--- src/rtl/shift_pkg.sv ---
// Shared definitions for the shift pipeline: direction encodings and the
// width-generic fill mask used for arithmetic right shifts.
package shift_pkg;

  localparam logic DIR_LEFT  = 1'b0;
  localparam logic DIR_RIGHT = 1'b1;

  // Widest data path the fill-mask helper supports.
  localparam int unsigned FILL_MAX_W = 64;

  // Mask with the top 'amt' bits of a 'width'-bit field set, zero elsewhere
  // (including every bit at or above 'width'). Callers keep amt <= width.
  function automatic logic [FILL_MAX_W-1:0] fill_mask(input int unsigned width,
                                                      input int unsigned amt);
    logic [FILL_MAX_W-1:0] top_s;
    logic [FILL_MAX_W-1:0] field_s;
    top_s   = {FILL_MAX_W{1'b1}} << (width - amt);
    field_s = {FILL_MAX_W{1'b1}} >> (FILL_MAX_W - width);
    return top_s & field_s;
  endfunction

endpackage

--- src/rtl/shifter.sv ---
// Combinational logical shifter.
// Ports:
//   data   - operand
//   amount - shift distance, 0..WIDTH-1
//   dir    - DIR_LEFT or DIR_RIGHT
//   out    - logically shifted operand (zero fill)
module shifter
  import shift_pkg::*;
#(
  parameter int unsigned WIDTH = 8
) (
  input  logic [WIDTH-1:0]         data,
  input  logic [$clog2(WIDTH)-1:0] amount,
  input  logic                     dir,
  output logic [WIDTH-1:0]         out
);

  // Select shift direction.
  always_comb begin
    out = data;
    if (dir == DIR_LEFT) begin
      out = data << amount;
    end else begin
      out = data >> amount;
    end
  end

endmodule

--- src/rtl/shift_pipe.sv ---
// Two-stage, flow-controlled shift unit. Commands enter the input register
// (S1) over a valid/ready handshake; the shift result, with arithmetic fill
// and out-of-range handling, lands in the output register (S2), which holds
// steady under backpressure.
// Ports:
//   i_clk, i_rst              - clock, synchronous active-high reset
//   i_in_valid / o_in_ready   - command handshake
//   i_data, i_shamt, i_dir,
//   i_arith                   - command operand, amount, direction, sign fill
//   o_out_valid / i_out_ready - result handshake
//   o_result, o_ovf           - shifted value, amount was >= WIDTH
//   o_busy                    - any command in flight
module shift_pipe
  import shift_pkg::*;
#(
  parameter int unsigned WIDTH   = 8,
  parameter int unsigned SHAMT_W = $clog2(WIDTH) + 1
) (
  input  logic               i_clk,
  input  logic               i_rst,
  input  logic               i_in_valid,
  output logic               o_in_ready,
  input  logic [WIDTH-1:0]   i_data,
  input  logic [SHAMT_W-1:0] i_shamt,
  input  logic               i_dir,
  input  logic               i_arith,
  output logic               o_out_valid,
  input  logic               i_out_ready,
  output logic [WIDTH-1:0]   o_result,
  output logic               o_ovf,
  output logic               o_busy
);

  localparam logic [SHAMT_W-1:0] OVF_LIMIT = SHAMT_W'(WIDTH);

  logic               s1_valid_r;
  logic [WIDTH-1:0]   s1_data_r;
  logic [SHAMT_W-1:0] s1_shamt_r;
  logic               s1_dir_r;
  logic               s1_arith_r;

  logic               adv2_s;
  logic               adv1_s;
  logic               accept_s;
  logic [WIDTH-1:0]   shift_out_s;
  logic [WIDTH-1:0]   mask_s;
  logic               ovf_s;
  logic               sign_fill_s;
  logic [WIDTH-1:0]   result_s;

  // S2 can take a new value when empty or draining this cycle.
  assign adv2_s     = !o_out_valid || i_out_ready;
  assign adv1_s     = s1_valid_r && adv2_s;
  assign o_in_ready = !s1_valid_r || adv2_s;
  assign accept_s   = i_in_valid && o_in_ready;
  assign o_busy     = s1_valid_r || o_out_valid;

  shifter #(
    .WIDTH (WIDTH)
  ) u_shifter (
    .data   (s1_data_r),
    .amount (s1_shamt_r[SHAMT_W-2:0]),
    .dir    (s1_dir_r),
    .out    (shift_out_s)
  );

  assign ovf_s       = (s1_shamt_r >= OVF_LIMIT);
  assign sign_fill_s = (s1_dir_r == DIR_RIGHT) && s1_arith_r;
  // Only consulted when !ovf_s, so the amount never exceeds WIDTH.
  assign mask_s      = WIDTH'(fill_mask(WIDTH, 32'(s1_shamt_r)));

  // Final result: out-of-range clamp, then sign fill for negative operands.
  always_comb begin
    result_s = shift_out_s;
    if (ovf_s) begin
      if (sign_fill_s) begin
        result_s = {WIDTH{s1_data_r[WIDTH-1]}};
      end else begin
        result_s = {WIDTH{1'b0}};
      end
    end else if (sign_fill_s && s1_data_r[WIDTH-1]) begin
      result_s = shift_out_s | mask_s;
    end else begin
      result_s = shift_out_s;
    end
  end

  // S1: load on accept, empty when its command moves to S2, else hold.
  always_ff @(posedge i_clk) begin
    if (i_rst) begin
      s1_valid_r <= 1'b0;
      s1_data_r  <= {WIDTH{1'b0}};
      s1_shamt_r <= {SHAMT_W{1'b0}};
      s1_dir_r   <= 1'b0;
      s1_arith_r <= 1'b0;
    end else if (accept_s) begin
      s1_valid_r <= 1'b1;
      s1_data_r  <= i_data;
      s1_shamt_r <= i_shamt;
      s1_dir_r   <= i_dir;
      s1_arith_r <= i_arith;
    end else if (adv1_s) begin
      s1_valid_r <= 1'b0;
    end else begin
      s1_valid_r <= s1_valid_r;
    end
  end

  // S2: capture the result when S1 advances, clear once consumed, else hold.
  always_ff @(posedge i_clk) begin
    if (i_rst) begin
      o_out_valid <= 1'b0;
      o_result    <= {WIDTH{1'b0}};
      o_ovf       <= 1'b0;
    end else if (adv1_s) begin
      o_out_valid <= 1'b1;
      o_result    <= result_s;
      o_ovf       <= ovf_s;
    end else if (o_out_valid && i_out_ready) begin
      o_out_valid <= 1'b0;
    end else begin
      o_out_valid <= o_out_valid;
    end
  end

endmodule
--- config.mk ---
export PLATFORM = sky130hd
export DESIGN_NAME = shift_pipe
export DESIGN_NICKNAME = d
export VERILOG_FILES = /design/src/rtl/shift_pkg.sv /design/src/rtl/shifter.sv /design/src/rtl/shift_pipe.sv
export SDC_FILE = /design/constraint.sdc
export NUM_CORES = 1
export LEC_CHECK = 0
export CAP_MARGIN = 10
export CORE_ASPECT_RATIO = 0.9
export CORE_MARGIN = 4
export CORE_UTILIZATION = 45
export DETAILED_ROUTE_END_ITERATION = 12
export DONT_BUFFER_PORTS = 1
export PLACE_DENSITY = 0.72
export SYNTH_ARGS = -nofsm -noshare
export SYNTH_HDL_FRONTEND = slang
export SYNTH_HIERARCHICAL = 1
export SYNTH_SLANG_ARGS = --single-unit
export TNS_END_PERCENT = 10
--- constraint.sdc ---
create_clock -name i_clk -period 2.22 [get_ports i_clk]
set_input_delay 0.444 -clock i_clk [delete_from_list [all_inputs] [get_ports i_clk]]
set_output_delay 0.444 -clock i_clk [all_outputs]
set_load 0.03 [all_outputs]
==> flow_summary.rst <==
.. list-table::
   :header-rows: 1

   * - Metric
     - Value
   * - Tot GR Track Use
     - 0.1671
   * - Number of enable flip-flop cells after synthesis
     - 0
   * - Fraction of final layout cells sized beyond drive strength 1
     - 0.1168
   * - Flop2flop setup slack
     - 0.29 ns
   * - Post-route non-filler standard cell count
     - 258
   * - Quantity of hold-fixing buffers added after cts
     - 0
   * - Clock tree from TritonCTS
     - built
   * - Area share of the leading cell type in the synthesized netlist
     - 0.2922
   * - Most repeated cell in the gate-level netlist after synthesis
     - sky130_fd_sc_hd__nand2_1
   * - Port Buffer Count
     - 0
   * - Final period demand of the worst path
     - 1.935 ns
   * - Final cycle utilization of the critical path
     - 0.8715
   * - Post-route DRC
     - 0
   * - GRT Residual Overflow
     - 0
   * - Largest buffer count on any clock path
     - 2
   * - Worst Slack Setup Final
     - 0.2853 ns
   * - Classification of the worst-slack hold path
     - in2reg
   * - Maximum fanout along the worst path
     - 7
   * - Number of failing setup endpoints in the final timing report
     - 0
   * - CORE AREA
     - 3528 sq um
   * - Clock slew at reported path FFs
     - 0.10 ns
   * - Number of top-level pins
     - 30
   * - Wire length after detailed routing
     - 3888 um
   * - Post-cts sizing count
     - 0
   * - Cell total after placement
     - 254
   * - Number of hold-slack violations in the final timing report
     - 0
   * - Setup Buffers After CTS
     - 0
   * - Maximum number of pins on one net before global-route repair
     - 29
   * - Mapped Cells
     - 218
   * - Clock latency reported for the late side of the worst-skew pair
     - 0.27 ns
   * - Arrival time at the worst endpoint
     - 2.11 ns
   * - Initial cell density of the core
     - 0.4855
   * - Top_reg_cell synth
     - sky130_fd_sc_hd__dfxtp_1
   * - Max-Cap Viols
     - 0
   * - Largest voltage drop on the vdd net
     - 0.4288 mV
   * - Fraction of registers with async set/reset
     - 0
   * - Total of warnings raised by yosys
     - 6
   * - Overall die area
     - 4859 sq um
   * - CTS buffer count
     - 3
   * - Dominant cells by area after synthesis
     - sky130_fd_sc_hd__dfxtp_1 29%, sky130_fd_sc_hd__a21oi_1 7.3%, sky130_fd_sc_hd__nand2_1 6.6%, sky130_fd_sc_hd__nand3_1 5.6%, sky130_fd_sc_hd__mux2i_1 4.7%
   * - Pwr/cell area
     - 573.0 nW/um^2
   * - Via count of the first global-routing pass
     - 1352
   * - Vias after detailed routing
     - 1537
   * - Worst-case setup slack after placement
     - 0.3559 ns
   * - Clock Skews
     - 0.005256 ns
   * - Die outline height
     - 66.53 um
   * - Global-route wire length before repair
     - 6568 um
   * - Number of detailed-routing iterations run before antenna repair
     - 4
   * - Total Neg Setup Slack
     - 0 ns
   * - Highest Clock Rate
     - 516.9 MHz
   * - Overall power after layout
     - 1.026 mW
   * - Status
     - complete, no violations
   * - Antenna violations before repair
     - 0
   * - Number of clock sinks seen by CTS
     - 25
   * - Via-per-instance ratio
     - 5.957
   * - Root buffer selected by CTS
     - sky130_fd_sc_hd__clkbuf_8
   * - Top cells by instance count after synthesis
     - 30 x sky130_fd_sc_hd__nand2_1, 25 x sky130_fd_sc_hd__a21oi_1, 25 x sky130_fd_sc_hd__dfxtp_1, 19 x sky130_fd_sc_hd__nand3_1, 15 x sky130_fd_sc_hd__nor2_1
   * - Final net count
     - 234
   * - Ant. Diodes
     - 0
   * - Worst Path Required
     - 2.40 ns
   * - Type of the worst setup path
     - reg2reg
   * - Worst max-slew margin expressed relative to the limit
     - 0.7079
   * - Maximum level of the CTS H-tree
     - 1
   * - RSZ-0062 raised after global routing
     - no
   * - Number of register bits inferred by synthesis
     - 25
   * - Routability cong.
     - 0.8775
   * - Starting DRC count in detailed routing
     - 103
   * - Unique masters post-synth
     - 48
   * - Die width
     - 73.04 um
   * - Final routed wire length divided by cell count
     - 15.07 um
   * - Syn_area_per_cell
     - 7.857 sq um
   * - Relative area change from synthesis to final layout
     - 4.529%
   * - Number of nets still failing antenna checks after routing
     - 0
   * - Placement Rows
     - 20
   * - Top cell type by total area after synthesis
     - sky130_fd_sc_hd__dfxtp_1
   * - Detailed-placement wirelength estimate
     - 2832 um
   * - Crit path capture type
     - register
   * - Slew at the pin with the worst max-slew slack
     - 0.4376 ns
   * - Post-synthesis sequential area ratio
     - 0.2922
   * - Crit path launch type
     - register
   * - Static leakage
     - 0.6091 nW
   * - Net count after synthesis
     - 237
   * - Max-slew violation total from the final report
     - 0
   * - Mapped cell area
     - 1713 sq um
cell usage in the layout, fill, tap and decap left out, types with 5 or more instances in the layout:
cell and count:
sky130_fd_sc_hd__nand3_1 19, sky130_fd_sc_hd__nor2_1 15, sky130_fd_sc_hd__dfxtp_1 25, sky130_fd_sc_hd__a211oi_1 5, sky130_fd_sc_hd__buf_4 9, sky130_fd_sc_hd__a21oi_1 25, sky130_fd_sc_hd__inv_1 6, sky130_fd_sc_hd__nand2_1 30
sky130_fd_sc_hd__nand2b_1 6, sky130_fd_sc_hd__mux2i_1 8
cells by family after synthesis:
logic type,share of synthesized area
simple gates,0.2812
compound gates,0.2228
flops,0.2922
buf+inv,0.06866
mux,0.1278
fa+ha+maj,0.007303
through the flow:
stage	utilization	area, sq um	hold slack [ns]
detailed placement	0.4933	1740	0.4595
global placement	0.4933	1740	0.4673
CTS	0.5074	1790	0.2228
finish	0.5074	1790	0.2308
global route	0.5074	1790	0.2134
floorplan	-	1713	0.4366
worst max-delay path: stages (launching register included):
cell and delay [ns]:
sky130_fd_sc_hd__dfxtp_1 0.33, sky130_fd_sc_hd__inv_1 0.08, sky130_fd_sc_hd__ha_1 0.27, sky130_fd_sc_hd__o21ai_1 0.10, sky130_fd_sc_hd__mux2_4 0.30, sky130_fd_sc_hd__or4_1 0.47, sky130_fd_sc_hd__a311oi_1 0.28
final timing paths:
check / cells after the start / to / start
setup / recovery: 6 / o_result[2]$_SDFFE_PP0P_ / s1_shamt_r[1]$_SDFFE_PP0P_
hold / removal: 1 / o_out_valid$_SDFFE_PP0P_ / i_rst
setup reg to reg: 6 / o_result[2]$_SDFFE_PP0P_ / s1_shamt_r[1]$_SDFFE_PP0P_
hold reg to reg: 2 / s1_arith_r$_SDFFE_PP0P_ / s1_arith_r$_SDFFE_PP0P_
final cells by class:
cell class	count	area, sq um
Timing Repair Buffer	9	67.56
Inverter	6	22.52
Clock inverter	1	8.758
Clock buffer	3	41.29
Tap cell	44	55.05
Sequential cell	25	500.5
Multi-Input combinational cell	170	1095
Fill cell	349	1738
state kept, by name, summed over array words and instances (netlist names):
signal       flops
s1_dir_r         1
o_result         8
o_out_valid      1
s1_data_r        8
s1_valid_r       1
s1_arith_r       1
s1_shamt_r       4
o_ovf            1
per-layer routing:
| layer | track usage | vias to the layer above | routed length [um] |
|---|---|---|---|
| li1 | - | 793 | - |
| met1 | 0.2636 | 687 | 2027 |
| met2 | 0.2299 | 53 | 1548 |
| met3 | 0.03922 | 4 | 278 |
| met4 | 0.02304 | 0 | 34 |
| met5 | 0 | - | 0 |
report_power, final:
part / switching, mW / total (mW) / internal, mW / leakage (nW)
logic: 0.111 / 0.206 / 0.0952 / 0.377
registers: 0.0554 / 0.531 / 0.475 / 0.206
clock network: 0.158 / 0.289 / 0.132 / 0.0261
total: 0.324 / 1.03 / 0.702 / 0.609
Note: power is estimated with default switching activity, not from simulation.
